--- src/rtl/opb_reg_pkg.sv ---
// Shared types and helpers for the OPB register bank: bus widths, the
// acknowledge FSM state type, byte-lane merge and window word index.
package opb_reg_pkg;

  localparam int OPB_AW = 32;
  localparam int OPB_DW = 32;

  typedef enum logic [0:0] {
    IDLE = 1'b0,
    ACK  = 1'b1
  } ack_state_t;

  // OPB numbers byte enables MSB-first: be[0] gates data bits 31:24.
  function automatic logic [OPB_DW-1:0] be_merge(
    input logic [OPB_DW-1:0] old_word,
    input logic [OPB_DW-1:0] wdata,
    input logic [0:3]        be
  );
    logic [OPB_DW-1:0] merged;
    merged = old_word;
    for (int b = 0; b < 4; b++) begin
      if (be[3-b]) begin
        merged[8*b +: 8] = wdata[8*b +: 8];
      end else begin
        merged[8*b +: 8] = old_word[8*b +: 8];
      end
    end
    return merged;
  endfunction

  function automatic logic [OPB_AW-1:0] addr_index(
    input logic [OPB_AW-1:0] abus,
    input logic [OPB_AW-1:0] base
  );
    logic [OPB_AW-1:0] offset;
    offset = abus - base;
    return {2'b00, offset[OPB_AW-1:2]};
  endfunction

endpackage

--- src/rtl/opb_slave_ack_fsm.sv ---
// OPB slave front end: window hit decode, IDLE/ACK handshake FSM and
// the xferAck/errAck outputs; hands the decoded request to the register array.
module opb_slave_ack_fsm
  import opb_reg_pkg::*;
#(
  parameter logic [OPB_AW-1:0] C_BASEADDR = 32'h01080300,
  parameter logic [OPB_AW-1:0] C_HIGHADDR = 32'h010803FF,
  parameter int                NUM_REGS   = 8,
  parameter int                IDX_W      = (NUM_REGS > 1) ? $clog2(NUM_REGS) : 1
) (
  input  logic              clk,
  input  logic              rst_n,
  input  logic [OPB_AW-1:0] abus,
  input  logic [0:3]        be,
  input  logic [OPB_DW-1:0] dbus,
  input  logic              rnw,
  input  logic              select,
  output logic              xfer_ack,
  output logic              err_ack,
  output logic              req_wr,
  output logic              req_rd,
  output logic [IDX_W-1:0]  req_idx,
  output logic [OPB_DW-1:0] req_wdata,
  output logic [0:3]        req_be
);

  ack_state_t        state_r;
  logic              xfer_ack_r;
  logic              err_ack_r;
  logic [OPB_AW-1:0] offset_s;
  logic              hit_s;
  logic              idx_ok_s;
  logic              commit_s;

  // Address decode; requests only commit while the FSM is idle.
  always_comb begin
    offset_s = addr_index(abus, C_BASEADDR);
    hit_s    = select && (abus >= C_BASEADDR) && (abus <= C_HIGHADDR);
    idx_ok_s = (offset_s < OPB_AW'(NUM_REGS));
    commit_s = (state_r == IDLE) && hit_s && idx_ok_s;
  end

  // Handshake FSM: one ack cycle per hit, then back to IDLE unconditionally.
  always_ff @(posedge clk or negedge rst_n) begin
    if (!rst_n) begin
      state_r    <= IDLE;
      xfer_ack_r <= 1'b0;
      err_ack_r  <= 1'b0;
    end else begin
      case (state_r)
        IDLE: begin
          if (hit_s) begin
            state_r    <= ACK;
            xfer_ack_r <= 1'b1;
            err_ack_r  <= ~idx_ok_s;
          end else begin
            state_r    <= IDLE;
            xfer_ack_r <= 1'b0;
            err_ack_r  <= 1'b0;
          end
        end
        ACK: begin
          state_r    <= IDLE;
          xfer_ack_r <= 1'b0;
          err_ack_r  <= 1'b0;
        end
        default: begin
          state_r    <= IDLE;
          xfer_ack_r <= 1'b0;
          err_ack_r  <= 1'b0;
        end
      endcase
    end
  end

  assign xfer_ack  = xfer_ack_r;
  assign err_ack   = err_ack_r;
  assign req_wr    = commit_s & ~rnw;
  assign req_rd    = commit_s & rnw;
  assign req_idx   = offset_s[IDX_W-1:0];
  assign req_wdata = dbus;
  assign req_be    = be;

endmodule

--- src/rtl/opb_register_bank.sv ---
// Bank of NUM_REGS 32-bit software registers behind one OPB slave window;
// each register is either PPC-written (with byte enables) or fabric-sampled.
module opb_register_bank
  import opb_reg_pkg::*;
#(
  parameter logic [OPB_AW-1:0]      C_BASEADDR = 32'h01080300,
  parameter logic [OPB_AW-1:0]      C_HIGHADDR = 32'h010803FF,
  parameter int                     NUM_REGS   = 8,
  parameter logic [NUM_REGS-1:0]    RD_MASK    = {NUM_REGS{1'b0}},
  parameter logic [NUM_REGS*32-1:0] INIT_VAL   = {NUM_REGS{32'h0000_0000}}
) (
  input  logic                   OPB_Clk,
  input  logic                   OPB_Rst_n,
  input  logic [0:31]            OPB_ABus,
  input  logic [0:3]             OPB_BE,
  input  logic [0:31]            OPB_DBus,
  input  logic                   OPB_RNW,
  input  logic                   OPB_select,
  input  logic                   OPB_seqAddr,
  output logic [0:31]            Sl_DBus,
  output logic                   Sl_xferAck,
  output logic                   Sl_errAck,
  output logic                   Sl_retry,
  output logic                   Sl_toutSup,
  output logic [NUM_REGS*32-1:0] user_data_out,
  input  logic [NUM_REGS*32-1:0] user_data_in,
  output logic [NUM_REGS-1:0]    user_wr_stb,
  output logic [NUM_REGS-1:0]    user_rd_stb
);

  localparam int IDX_W = (NUM_REGS > 1) ? $clog2(NUM_REGS) : 1;

  logic              req_wr_s;
  logic              req_rd_s;
  logic [IDX_W-1:0]  req_idx_s;
  logic [OPB_DW-1:0] req_wdata_s;
  logic [0:3]        req_be_s;
  logic [OPB_DW-1:0] rd_word_s;
  logic [OPB_DW-1:0] regs_r   [NUM_REGS];
  logic [OPB_DW-1:0] shadow_r [NUM_REGS];
  logic [OPB_DW-1:0] sl_dbus_r;
  logic [NUM_REGS-1:0] wr_stb_r;
  logic [NUM_REGS-1:0] rd_stb_r;
  logic              unused_seq_addr;

  opb_slave_ack_fsm #(
    .C_BASEADDR (C_BASEADDR),
    .C_HIGHADDR (C_HIGHADDR),
    .NUM_REGS   (NUM_REGS),
    .IDX_W      (IDX_W)
  ) u_ack_fsm (
    .clk       (OPB_Clk),
    .rst_n     (OPB_Rst_n),
    .abus      (OPB_ABus),
    .be        (OPB_BE),
    .dbus      (OPB_DBus),
    .rnw       (OPB_RNW),
    .select    (OPB_select),
    .xfer_ack  (Sl_xferAck),
    .err_ack   (Sl_errAck),
    .req_wr    (req_wr_s),
    .req_rd    (req_rd_s),
    .req_idx   (req_idx_s),
    .req_wdata (req_wdata_s),
    .req_be    (req_be_s)
  );

  // Write registers: byte-merged update on a committed write; read slots stay 0.
  always_ff @(posedge OPB_Clk or negedge OPB_Rst_n) begin
    if (!OPB_Rst_n) begin
      for (int i = 0; i < NUM_REGS; i++) begin
        regs_r[i] <= RD_MASK[i] ? 32'h0000_0000 : INIT_VAL[32*i +: 32];
      end
    end else begin
      for (int i = 0; i < NUM_REGS; i++) begin
        if (req_wr_s && (req_idx_s == IDX_W'(i)) && !RD_MASK[i]) begin
          regs_r[i] <= be_merge(regs_r[i], req_wdata_s, req_be_s);
        end else begin
          regs_r[i] <= regs_r[i];
        end
      end
    end
  end

  // Read shadows sample the fabric inputs every cycle.
  always_ff @(posedge OPB_Clk or negedge OPB_Rst_n) begin
    if (!OPB_Rst_n) begin
      for (int i = 0; i < NUM_REGS; i++) begin
        shadow_r[i] <= 32'h0000_0000;
      end
    end else begin
      for (int i = 0; i < NUM_REGS; i++) begin
        shadow_r[i] <= user_data_in[32*i +: 32];
      end
    end
  end

  // Read-data source for the addressed register.
  always_comb begin
    if (RD_MASK[req_idx_s]) begin
      rd_word_s = shadow_r[req_idx_s];
    end else begin
      rd_word_s = regs_r[req_idx_s];
    end
  end

  // Registered bus read data and per-register strobes; all zero outside the ack cycle.
  always_ff @(posedge OPB_Clk or negedge OPB_Rst_n) begin
    if (!OPB_Rst_n) begin
      sl_dbus_r <= 32'h0000_0000;
      wr_stb_r  <= {NUM_REGS{1'b0}};
      rd_stb_r  <= {NUM_REGS{1'b0}};
    end else begin
      if (req_rd_s) begin
        sl_dbus_r <= rd_word_s;
      end else begin
        sl_dbus_r <= 32'h0000_0000;
      end
      for (int i = 0; i < NUM_REGS; i++) begin
        wr_stb_r[i] <= req_wr_s && (req_idx_s == IDX_W'(i)) && !RD_MASK[i];
        rd_stb_r[i] <= req_rd_s && (req_idx_s == IDX_W'(i));
      end
    end
  end

  for (genvar g = 0; g < NUM_REGS; g++) begin : g_out
    assign user_data_out[32*g +: 32] = RD_MASK[g] ? 32'h0000_0000 : regs_r[g];
  end

  assign Sl_DBus         = sl_dbus_r;
  assign user_wr_stb     = wr_stb_r;
  assign user_rd_stb     = rd_stb_r;
  assign Sl_retry        = 1'b0;
  assign Sl_toutSup      = 1'b0;
  assign unused_seq_addr = OPB_seqAddr;

endmodule
--- config.mk ---
export PLATFORM = sky130hd
export DESIGN_NAME = opb_register_bank
export DESIGN_NICKNAME = d
export VERILOG_FILES = /design/src/rtl/opb_reg_pkg.sv /design/src/rtl/opb_slave_ack_fsm.sv /design/src/rtl/opb_register_bank.sv
export SDC_FILE = /design/constraint.sdc
export NUM_CORES = 1
export LEC_CHECK = 0
export CORE_AREA = 2 2 250 252
export DETAILED_ROUTE_END_ITERATION = 10
export DIE_AREA = 0 0 252 254
export GPL_TIMING_DRIVEN = 0
export HOLD_SLACK_MARGIN = 0.08
export SKIP_CTS_REPAIR_TIMING = 1
export SLEW_MARGIN = 20
export SYNTH_ARGS = -nofsm -noshare
export SYNTH_HDL_FRONTEND = slang
export SYNTH_HIERARCHICAL = 1
export SYNTH_SLANG_ARGS = --single-unit
--- constraint.sdc ---
create_clock -name OPB_Clk -period 3.37 [get_ports OPB_Clk]
set_clock_uncertainty 0.1 [all_clocks]
set_input_delay 0.674 -clock OPB_Clk [delete_from_list [all_inputs] [get_ports OPB_Clk]]
set_output_delay 0.674 -clock OPB_Clk [all_outputs]
set_load 0.02 [all_outputs]
==> flow_summary.yaml <==
sta:
  hold_viol: 0
  max_freq_ghz: 0.296
  post-route-min-period_ns: 3.38
  worst_slew_pin_slew_ns: 1.11
  slew_violations: 0
  slew_headroom: 0.262
  rsz0062_at_grt: "yes"
  holdWs_ns: 0.314
  setup-violations-final: 7
  setup_ws_ns: -0.00965
  fin_crit_sh: 1.00
yosys:
  synth_cells: 954
  synth-compound-area-share: 0.0361
  yosys_warnings: 6
  synthArstFlopShare: 1.00
  ys_seq_elements: 306
  synth_top_family_by_area: "multiplexers"
  ys_seq_area_frac: 0.541
  synth_edf_count: 0
  synthMuxAreaShare: 0.314
  syn_area_per_cell_sq_um: 14.8
  synth_xor_area_frac: 0
  synth_top_flop_cell: "dfrtp_1"
  synth_simple_gate_area_share: 0.0695
  synth.distinct_cells: 49
  synthAdderAreaFrac: 0
  syn_area_sq_mm: 0.0142
floorplan:
  start_util: 0.231
  ioPinCount: 637
  core_area_sq_mm: 0.0613
  die_x_um: 252
  row_count: 91
  dieHeight_um: 254
  die-area_sq_mm: 0.0640
power:
  irDropWorstVdd_mv: 0.403
  netSwitchingFraction: 0.240
  combPwrFrac: 0.057
  switching_power_mw: 1.97
  p_int_mw: 6.22
  powerDensity_mw_per_mm2: 385
  seq_power_share: 0.449
  clkPwrFrac: 0.494
  p_leak_nw: 9.61
cells_and_area:
  final_cell_count_no_fill: 2198
  fillers: 5957
  drive_gt1_frac: 0.423
  mostFrequentLayoutCells: "311 x clkdlybuf4s50_1, 306 x dfrtp_1, 176 x mux2_2"
  finalNetCount: 1709
  final_common_cell: "clkdlybuf4s50_1"
  final_area_sq_mm: 0.0213
  syn2layout_area_growth_pct: 50.1
clock_tree:
  clock_path_buffers: 3
  clk_latency_ns: 0.56
  clk_pin_slew_ns: 0.06
  cts_max_level: 2
  cts_tree: "yes"
  cts-buffers-inserted: 36
  cts_sinks: 306
  root_buffer: "clkbuf_16"
routing:
  wl_met1_um: 25100
  first_iter_violations: 460
  drtPass1Iterations: 4
  ant_nets: 0
  wl_per_cell_um: 25.6
  dr_wl_met3_um: 5070
  vias_per_cell: 4.52
  drc: 0
  drt-total-wl_um: 56300
  highest_layer: "met5"
  wl_met2_um: 25100
  vias: 9930
placed_design:
  hpwl_um: 39400
  dpl.cell_count: 2086
  place_area_sq_mm: 0.0189
  gp_congestion: 0.812
  place_ws_ns: -1.60
  numPortBuffers: 336
global_routing:
  overflow: 0
  grt_max_degree: 98
  antenna_found_initial: 3
  grt_pass1_vias: 10448
  grt_pass1_wl_um: 77700
  grt_usage: 0.170
setup_path:
  end_kind: "flip-flop"
  cp.arrival_ns: 3.71
  required_ns: 3.70
  critPathKind: "in -> reg"
  crit_fanout: 8
  startpoint_type: "primary input"
outcome:
  status: "finished, violations left"
  violations: "negative setup slack"
hold_path:
  hold_class: "in -> reg"
flow_run:
  maxCapViolations: 0
==> path summary, 6_finish.rpt <==
check	cells past startpoint	endpoint	startpoint	slack (ns)
worst max-delay path	12	user_data_out[220]	OPB_ABus[2]	-0.01
worst min register to register	1	user_data_out[219]	user_data_out[219]	0.43
max in group asynchronous	4	user_data_out[206]	OPB_Rst_n	1.40
worst max register to register	11	user_data_out[220]	u_ack_fsm/xfer_ack	0.48
min in group asynchronous	2	user_data_out[246]	OPB_Rst_n	0.49
worst min-delay path	2	user_data_out[28]	OPB_DBus[3]	0.31
==> cell usage after synthesis, drive strengths merged (2+ instances only) <==
cell type / number / area [sq um]
a2bb2oi: 2 / 17.5
nor2b: 3 / 18.8
and3: 2 / 12.5
a311o: 2 / 21.3
mux4: 32 / 721
nor4: 7 / 50.1
or4: 4 / 33.8
nand2: 8 / 32.5
nand4: 2 / 12.5
nor2: 83 / 578
buf: 70 / 515
nand3b: 4 / 71.3
clkbuf: 8 / 30.0
nor3: 3 / 15.0
inv: 4 / 15.0
nor3b: 2 / 15.0
o21ai: 34 / 170
o22ai: 32 / 200
nand3: 5 / 75.1
dfrtp: 306 / 7660
o31a: 4 / 37.5
or3: 2 / 12.5
nand2b: 5 / 31.3
mux2: 320 / 3720
==> per-layer routing <==
| layer | track usage | up-vias |
|---|---|---|
| li1 | - | 4336 |
| met1 | 0.230 | 5145 |
| met2 | 0.260 | 384 |
| met3 | 0.0627 | 61 |
| met4 | 0.0367 | 4 |
| met5 | 0 | - |
==> state kept, by name, summed over array words and instances, names as in the netlist <==
register / count
user_wr_stb: 8
user_data_out: 256
u_ack_fsm/xfer_ack: 1
u_ack_fsm/err_ack: 1
user_rd_stb: 8
Sl_DBus: 32
==> critical path: stages <==
cell and delay [ns]:
dlymetal6s2s_1 0.12, or4_4 0.54, or3_4 0.43, nor4_4 0.34
nand2b_1 0.15, nor4_4 0.30, buf_6 0.17, buf_12 0.15
nand3_4 0.17, nor2_4 0.17, buf_12 0.15, mux2_2 0.34
==> through the flow <==
stage                     power [mW]   TNS, ns  utilization
after global routing            8.50    -16.76        0.347
after floorplan                 3.95    -23.71            -
final                           8.19   -0.0372        0.347
after global placement          4.20  -4172.83        0.306
after detailed placement        4.21   -423.56        0.308
after CTS                       8.32   -243.73        0.328
==> final cells by class <==
class                           count  area [sq um]  share of cell area
Multi-Input combinational cell    567          6520               0.307
Timing Repair Buffer              388          4290               0.202
Clock buffer                       51          1040              0.0489
Inverter                            4          15.0            0.000707
Tap cell                          790           988              0.0465
Sequential cell                   306          7660               0.360
Antenna cell                        2          5.00            0.000236
Clock inverter                     13           166             0.00783
Buffer                             77           572              0.0269
==> power groups by stage <==
| stage | combinational (mW) | sequential, mW | clock (mW) |
|---|---|---|---|
| 6_report | 0.468 | 3.67 | 4.04 |
| 5_1_grt | 0.508 | 3.67 | 4.32 |
| 4_1_cts | 0.474 | 3.67 | 4.18 |
| 3_5_place_dp | 0.473 | 3.74 | 0 |
| 3_3_place_gp | 0.455 | 3.75 | 0 |
| 2_1_floorplan | 0.211 | 3.74 | 0 |
==> logic make-up (layout without fill, tap and decap cells) <==
kind of cell / Yosys count / in the layout
AO/OA/AOI/OAI: 80 / 80
flip-flops: 306 / 306
buffers and inverters: 82 / 533
AND/OR/NAND/NOR: 133 / 133
other: 1 / 4
multiplexers: 352 / 352
(Power assumes the default switching activity.)
